File: config.mk
export PLATFORM = sky130hd
export DESIGN_NAME = dmem_responder
export DESIGN_NICKNAME = d
export VERILOG_FILES = /design/src/rtl/dmem_responder.sv
export SDC_FILE = /design/constraint.sdc
export NUM_CORES = 1
export LEC_CHECK = 0
export ABC_CLOCK_PERIOD_IN_PS = 6700
export BUFFER_PORTS_ARGS = -buffer_cell sky130_fd_sc_hd__buf_2
export CAP_MARGIN = 30
export CORE_MARGIN = 2
export CORE_UTILIZATION = 45
export CTS_CLUSTER_DIAMETER = 200
export DETAILED_ROUTE_END_ITERATION = 8
export PLACE_DENSITY = 0.61
export SYNTH_ARGS = -nofsm -noshare
export SYNTH_HDL_FRONTEND = slang
export SYNTH_SLANG_ARGS = --single-unit
File: constraint.sdc
create_clock -name clk -period 6.7 [get_ports clk]
set_input_delay 1.34 -clock clk [delete_from_list [all_inputs] [get_ports clk]]
set_output_delay 1.34 -clock clk [all_outputs]
set_load 0.01 [all_outputs]
File: src/rtl/dmem_responder.sv
// dmem_responder: word-addressed data-memory responder for the CORE data port.
//
// Ports:
//   clk        rising-edge clock
//   rst        synchronous, active-low reset
//   mem_read   read request  (CORE MemRead)
//   mem_write  write request (CORE MemWrite)
//   addr       byte address  (CORE alu_result)
//   wdata      write data    (CORE DataWM)
//   rdata      read data     (CORE dataR), zero unless a good read is completing
//   ready      access completes this cycle
//   err        bad access (misaligned, out of range, read+write conflict), valid with ready
//   rd_count   saturating count of completed good reads  (ACCESS_COUNT_EN only)
//   wr_count   saturating count of completed good writes (ACCESS_COUNT_EN only)
//
// Parameters: AW word-address width (DEPTH = 2**AW), WAIT_CYCLES wait states (0..15).
// Optional feature macro: ACCESS_COUNT_EN adds the rd_count/wr_count ports and counters.
module dmem_responder #(
    parameter int AW          = 5,
    parameter int WAIT_CYCLES = 0
) (
    input  logic        clk,
    input  logic        rst,
    input  logic        mem_read,
    input  logic        mem_write,
    input  logic [31:0] addr,
    input  logic [31:0] wdata,
    output logic [31:0] rdata,
    output logic        ready,
    output logic        err
`ifdef ACCESS_COUNT_EN
    ,
    output logic [15:0] rd_count,
    output logic [15:0] wr_count
`endif
);
    localparam int         DEPTH     = 2 ** AW;
    localparam bit         ZERO_WAIT = (WAIT_CYCLES == 0);
    localparam logic [3:0] CNT_INIT  = (WAIT_CYCLES > 0) ? 4'(WAIT_CYCLES - 1) : 4'd0;

    typedef enum logic {IDLE, BUSY} state_t;

    state_t      state_q, state_d;
    logic [3:0]  cnt_q, cnt_d;
    logic        rd_q, rd_d;
    logic        wr_q, wr_d;
    logic [31:0] addr_q, addr_d;
    logic [31:0] wdata_q, wdata_d;

    logic          req;
    logic          op_rd, op_wr;
    logic [31:0]   op_addr, op_wdata;
    logic [AW-1:0] idx;
    logic          bad;
    logic          commit_rd, commit_wr;
    logic [31:0]   mem [DEPTH];

    assign req = mem_read | mem_write;

    // The access being answered: live inputs when zero-wait, otherwise the
    // request captured on entry to BUSY (later input changes are ignored).
    assign op_rd    = ZERO_WAIT ? mem_read  : rd_q;
    assign op_wr    = ZERO_WAIT ? mem_write : wr_q;
    assign op_addr  = ZERO_WAIT ? addr      : addr_q;
    assign op_wdata = ZERO_WAIT ? wdata     : wdata_q;

    assign idx = op_addr[AW+1:2];
    assign bad = (op_addr[1:0] != 2'b00) | (op_addr[31:AW+2] != '0) | (op_rd & op_wr);

    // Gating with rst forces all outputs low and blocks RAM writes during reset.
    assign ready     = rst & (ZERO_WAIT ? req : (state_q == BUSY && cnt_q == 4'd0));
    assign err       = ready & bad;
    assign commit_rd = ready & op_rd & ~bad;
    assign commit_wr = ready & op_wr & ~bad;
    assign rdata     = commit_rd ? mem[idx] : '0;

    always_comb begin
        state_d = state_q;
        cnt_d   = cnt_q;
        rd_d    = rd_q;
        wr_d    = wr_q;
        addr_d  = addr_q;
        wdata_d = wdata_q;
        if (!ZERO_WAIT) begin
            if (state_q == IDLE && req) begin
                state_d = BUSY;
                cnt_d   = CNT_INIT;
                rd_d    = mem_read;
                wr_d    = mem_write;
                addr_d  = addr;
                wdata_d = wdata;
            end else if (state_q == BUSY) begin
                state_d = (cnt_q == 4'd0) ? IDLE : BUSY;
                cnt_d   = (cnt_q == 4'd0) ? cnt_q : cnt_q - 4'd1;
            end
        end
    end

    always_ff @(posedge clk) begin
        if (!rst) begin
            state_q <= IDLE;
            cnt_q   <= '0;
            rd_q    <= 1'b0;
            wr_q    <= 1'b0;
            addr_q  <= '0;
            wdata_q <= '0;
        end else begin
            state_q <= state_d;
            cnt_q   <= cnt_d;
            rd_q    <= rd_d;
            wr_q    <= wr_d;
            addr_q  <= addr_d;
            wdata_q <= wdata_d;
        end
    end

    // RAM is deliberately not reset; reads are asynchronous so a same-cycle
    // read sees the old word and the new one appears after this edge.
    always_ff @(posedge clk) begin
        if (commit_wr) mem[idx] <= op_wdata;
    end

`ifdef ACCESS_COUNT_EN
    logic [15:0] rd_cnt_q, wr_cnt_q;

    always_ff @(posedge clk) begin
        if (!rst) begin
            rd_cnt_q <= '0;
            wr_cnt_q <= '0;
        end else begin
            if (commit_rd && rd_cnt_q != 16'hFFFF) rd_cnt_q <= rd_cnt_q + 16'd1;
            if (commit_wr && wr_cnt_q != 16'hFFFF) wr_cnt_q <= wr_cnt_q + 16'd1;
        end
    end

    assign rd_count = rd_cnt_q;
    assign wr_count = wr_cnt_q;
`endif
endmodule
# ---- Yosys cells after proc, flatten, opt, wreduce, memory -nomap -nowiden
# Memories as Yosys holds them, arrays and structs flattened.
# Index checks and enable logic that the tools add are counted.
dict set report word_totals {
  ff_bits 0
  input_bits 68
  ramBits 1024
  word_cells 17
  n_memories 1
  output_inout_bits 34
}
dict set report op_classes {
  bitwise_logic 11
  n_mux 3
  reduce_logical 2
}
# name words width read_ports rd_clocked_by_memory_dff write_ports line_no
set mem_list {}
lappend mem_list {mem 32 32 1 0 1 56} ;# logic [31:0] mem [DEPTH];
# op n
set ops {}
lappend ops {{$mux W32} 1}
lappend ops {{$reduce_bool A25 Y1} 1}
lappend ops {{$and A1 B1 Y1} 7}
lappend ops {{$or A1 B1 Y1} 3}
lappend ops {{$mux W1} 2}
lappend ops {{$reduce_bool A2 Y1} 1}
lappend ops {{$not A1 Y1} 1}

# ---- Logic depth before layout (Yosys ltp)
# Gate-level depths: netlist (run 1).
dict set report logic_depth {
  word_depth 7
  depth_mapped 8
  ltp_nobuf 5
}

# ---- Worst setup path after synthesis (run 1)
# No wires, ideal clock.
dict set report synth_path {
  path_type {input to register}
  startpoint {input addr[2]}
  endpoint {memory mem[10][0] (enable)}
  required_time_ps 6279
  setup_slack_ps 2609
  n_path_buf 4
  arrival_ps 3670
  cell_stages 6
  setup_ps 421
  path_cell_list {buf_6 -> buf_6 -> buf_4 -> buf_4 -> nand4b_1 -> nor2_1}
}
# element line_no
set synth_lines {}
lappend synth_lines {{start, declared} 26} ;# input logic [31:0] addr,
lappend synth_lines {{end, declared} 56}
# No word-level cell before the write port.

# ---- Worst setup path in the final report (run 1)
dict set report layout_path {
  startpoint {input addr[3]}
  endpoint {output rdata[17]}
}
dict set report layout_via {
  elab_chain_cells 2
}
# element line_no
set layout_lines {}
lappend layout_lines {{$mem_v2 Z32 W32} n/a}
lappend layout_lines {{$mux W32} 75} ;# assign rdata = commit_rd ? mem[idx] : '0;
lappend layout_lines {{end, declared} 28} ;# output logic [31:0] rdata,
# Every way passes these cells.

==> impl_results.md, run 1 <==
- Flops & latches, synth: 1024
- DR vias/cell: 6.07
- Max-slew violation count: 0
- DR WL/cell: 31.8 um
- Post-synth top area share: 79.4%
- Largest net degree at the start of global routing: 97
- CTS tree: built
- Routing usage on met1: 31.3%
- Via count: 18.4k
- Area growth syn-to-layout: 14.9%
- Cell Pwr Density: 296 nW/um2
- Post-CTS resize count: 0
- Hold Crit Start: wdata[31]
- Commonest non-fill, non-tap cells in the layout: edfxtp_1, mux4_2, clkbuf_16
- Final-stage net count: 1876
- LEAKAGE: 13.8 nW
- Final Hold Vio Count: 0
- Mapped Cells: 1615
- Period utilisation layout: 79.8%
- Final min period: 5.35 ns
- Syn avg cell area: 24.0 um2
- Iteration-0 DRC Markers: 2238
- Max incr delay on CP: 0.57 ns
- Core Area: 85300 um2
- Setup TNS: 0 ns
- Pre-CTS setup slack: 1.41 ns
- Global-route met3 utilization: 3.96%
- Vias in the first global route: 18.7k
- CP Cell Sequence: buf_8, buf_4, mux4_2, o22a_1, o221ai_1, nor4_2, buf_2
- Tot Pwr: 13.2 mW
- Global route total overflow: 0
- Initial Util: 45.4%
- CTS root buf: clkbuf_16
- Die W: 297 um
- Worst Setup SP: addr[3]
- CTS Buf Count: 99
- Ant diodes: 0
- ANT nets after route: 0
- Outcome: completed
- Worst-path fanout max: 96
- GP Congestion: 0.760
- CP arrival: 4.01 ns
- Busiest grt layer: met2
- Req. time, crit path: 5.36 ns
- Nature of the critical path startpoint: input pin
- M2 GR Usage: 35.4%
- Worst vdd ir: 219 uV
- Post-CTS Setup Repair Bufs: 0
- CTS Hold Bufs: 0
- RSZ-0062 raised after global routing: false
- Most common cell after layout, fill and taps aside: edfxtp_1
- Syn_nets: 1683
- Final WL: 96700 um
- Hold WC Path Type: input pin to flip-flop
- Post-route DRC: 0
- Post-Syn Area: 38700 um2
- Final WS setup: 1.35 ns
- Worst Tran Pin Value: 1.06 ns
- Crit. End Element: output port
- Worst-path clk slew: 0.06 ns
- Largest registers: mem (1024)
- Clock Path Buffers: 3
- Initial antenna violation count: 7
- Maxcap violations: 0
- DP HPWL: 54500 um
- Row count: 107
- DRT Pass-1 Iters: 5
- Flip-flop count of the largest register after layout: 1024
- Synth unique cells: 34
- Num Clock Sinks: 1024
- Gr usage total: 21.9%
- Chip Height: 297 um
- Crit-path slowest cell: nor4_2
- Seq/Total Area, Yosys: 79.4%
- Max H-tree Level: 3
- Overall die area: 88500 um2
- First-pass GRT wire length: 138000 um
- Maximum operating frequency: 187 MHz
- Fraction of layout cells with a size suffix above 1: 33.6%
- Hold path cells: 1
- IO Pins: 102
- Most flops, register: mem
- Leading area contributor after synthesis: edfxtp_1
- Synth warn: 0
- Synth top area cells: edfxtp_1, mux4_2, o22ai_1, o221ai_1, o22a_1
- CP Class: input pin to output port
- Hold Path Sink: mem[7][31]$_DFFE_PP_
- IO buf count: 101
- Max-slew headroom: 29.1%
- Setup violators final: 0
## area by class of cell
type | instances | area [um2]
Clock buffer | 117 | 2570
Sequential cell | 1024 | 30700
Multi-Input combinational cell | 497 | 7670
Tap cell | 1144 | 1430
Clock inverter | 70 | 704
Fill cell | 6561 | 40800
Timing Repair Buffer | 186 | 1380
## power breakdown
part	switching, mW	internal (mW)
Clock	2.34	3.28
Combinational	0.297	0.191
Sequential	0.000000000190	7.04
Total	2.64	10.5
## metal layers
layer	vias up	routed length (um)
li1	7470	-
met3	144	7110
met2	837	47200
met5	-	9
met4	2	2380
met1	9973	40000
## worst max path at each step
stage / end / slack [ns] / depth (start not counted)
5_1_grt: rdata[4] / 1.28 / 7
3_3_place_gp: rdata[4] / 1.39 / 7
6_report: rdata[17] / 1.35 / 7
3_5_place_dp: rdata[17] / 1.41 / 7
4_1_cts: rdata[17] / 1.41 / 7
2_1_floorplan: mem[10][0]$_DFFE_PP_ / 2.61 / 6
## Yosys cell counts (all sizes together)
cell type,instances
a211o,1
and2,1
buf,71
clkbuf,23
edfxtp,1024
mux2i,15
mux4,248
nand2,4
nand2b,1
nand3,3
nand3b,2
nand4,3
nand4b,2
nand4bb,1
nor2,35
nor2b,1
nor3,3
nor4,39
o21a,1
o21ai,1
o21bai,2
o221ai,32
o22a,32
o22ai,65
o32ai,1
or2,1
or3,1
or3b,2
## critical path: cells and delay by family
family	cells	cell delay, ns
muxes	1	0.29
and+or+nand+nor	1	0.57
AOI/OAI and AO/OA	2	0.25
buffers and inverters	3	1.38
## logic make-up after synthesis
kind of cell	Yosys count	share of synthesized area [%]
simple gates	99	1.73
flops	1024	79.4
buf+inv	94	1.49
compound gates	135	2.61
mux	263	14.8
## through the flow
| stage | hold slack [ns] | util (%) | cell area (um2) | cells |
|---|---|---|---|---|
| 2_1_floorplan | 1.44 | - | 38700 | 1615 |
| 5_1_grt | 1.17 | 52.2 | 44500 | 3038 |
| 3_3_place_gp | 1.83 | 48.3 | 41200 | 2848 |
| 3_5_place_dp | 1.85 | 48.3 | 41200 | 2850 |
| 4_1_cts | 1.15 | 52.2 | 44500 | 3037 |
| 6_report | 1.18 | 52.2 | 44500 | 3038 |
Note: power is estimated with default switching activity, not from simulation.
==> run 2, diff against run 1 <==
ABC_CLOCK_PERIOD_IN_PS = 5500   (was 6700)
clock period = 5.5 ns   (was 6.7 ns; I/O delays follow)
==> impl_results.md, run 2 (synthesized netlist as in run 1, its figures left out) <==
- Outcome: completed
- Final Hold Vio Count: 0
- Most common cell after layout, fill and taps aside: edfxtp_1
- Hold WC Path Type: input pin to flip-flop
- Num Clock Sinks: 1024
- Crit. End Element: output port
- Final min period: 4.50 ns
- IO buf count: 101
- Die W: 297 um
- Req. time, crit path: 4.40 ns
- Setup violators final: 0
- Iteration-0 DRC Markers: 2498
- Final-stage net count: 1893
- ANT nets after route: 0
- Via count: 18.8k
- Most flops, register: mem
- Worst-path fanout max: 20
- Post-CTS Setup Repair Bufs: 0
- Max-slew headroom: 30.6%
- Initial antenna violation count: 7
- Chip Height: 297 um
- Cell Pwr Density: 358 nW/um2
- Post-route DRC: 0
- Area growth syn-to-layout: 15.2%
- Max-slew violation count: 0
- Final WL: 98900 um
- Core Area: 85300 um2
- LEAKAGE: 13.9 nW
- Maximum operating frequency: 222 MHz
- Min Hold Slack: 0.946 ns
- Row count: 107
- Global route total overflow: 0
- IO Pins: 102
- DP HPWL: 56200 um
- Commonest non-fill, non-tap cells in the layout: edfxtp_1, mux4_2, clkbuf_16
- Worst vdd ir: 256 uV
- CTS root buf: clkbuf_16
- DRT Pass-1 Iters: 7
- CP Class: input pin to output port
- Nature of the critical path startpoint: input pin
- Overall die area: 88500 um2
- Worst-path clk slew: 0.06 ns
- Period utilisation layout: 81.8%
- Clock Path Buffers: 3
- Flip-flop count of the largest register after layout: 1024
- Initial Util: 45.4%
- CTS Buf Count: 98
- CTS tree: built
- CTS Hold Bufs: 0
- Post-CTS resize count: 0
- DR WL/cell: 32.4 um
- Fraction of layout cells with a size suffix above 1: 34.2%
- Setup TNS: 0 ns
- Multi-input gate area: 7670 um2
- First-pass GRT wire length: 141000 um
- DR vias/cell: 6.17
- Maxcap violations: 0
- Largest net degree at the start of global routing: 72
- Largest registers: mem (1024)
- Worst Tran Pin Value: 1.04 ns
- Filler cell count: 6519
- CP arrival: 3.40 ns
- Flip-flop and latch area: 30700 um2
- Gr usage total: 22.5%
- RSZ-0062 raised after global routing: false
- GP Congestion: 0.772
- Vias in the first global route: 19.3k
- Max H-tree Level: 3
-- run 2: cell types whose count changed in the layout (fill, tap and decap cells not counted), sizes merged --
| cell | change |
|---|---|
| buf | +18 |
| clkinv | -8 |
| clkinvlp | +1 |
| diode | +2 |
| inv | -3 |
-- run 2: power by group --
part	internal, mW	total, mW	switching (mW)
clock network	4.00	6.82	2.82
registers	8.58	8.58	0.000000000244
logic	0.241	0.604	0.364
-- run 2: worst max-delay path, cell delays in order --
cell      delay [ns]
buf_2           0.16
or3b_2          0.77
buf_12          0.31
o22a_1          0.19
o221ai_1        0.24
nor4_2          0.39
buf_2           0.21
-- run 2: final cells by class --
cell class	count	share of cell area, %
diodes	2	0.0112
well taps	1144	3.21
clock buffers	117	5.80
clock inverters	60	1.43
flip-flops and latches	1024	68.9
repair buffers	204	3.51
multi-input cells	497	17.2
-- run 2: layer usage --
metal | track usage, % | vias up | part of all wire [%] | wire length [um]
met5 | 0 | - | 0 | 0
met4 | 7.37 | 0 | 3.3 | 3270
met3 | 4.62 | 180 | 8.8 | 8670
met2 | 34.6 | 1006 | 47 | 46300
met1 | 32.6 | 10100 | 41 | 40600
li1 | - | 7500 | - | -
-- run 2: worst paths after layout --
check,from,endpoint,slack [ns],depth (start not counted)
max,addr[6],rdata[15],1.00,7
min,wdata[27],mem[28][27]$_DFFE_PP_,0.95,1
-- run 2: per-stage QoR --
| stage | std cells | utilization (%) | area [um2] | setup WS, ns | total power, mW |
|---|---|---|---|---|---|
| 3_5_place_dp | 2868 | 48.5 | 41400 | 0.998 | 9.36 |
| 5_1_grt | 3048 | 52.4 | 44600 | 0.936 | 16.4 |
| 2_1_floorplan | 1615 | - | 38700 | 1.65 | 9.10 |
| 3_3_place_gp | 2868 | 48.5 | 41400 | 1.04 | 9.35 |
| 4_1_cts | 3045 | 52.3 | 44600 | 0.996 | 16.1 |
| 6_report | 3048 | 52.4 | 44600 | 1.00 | 16.0 |
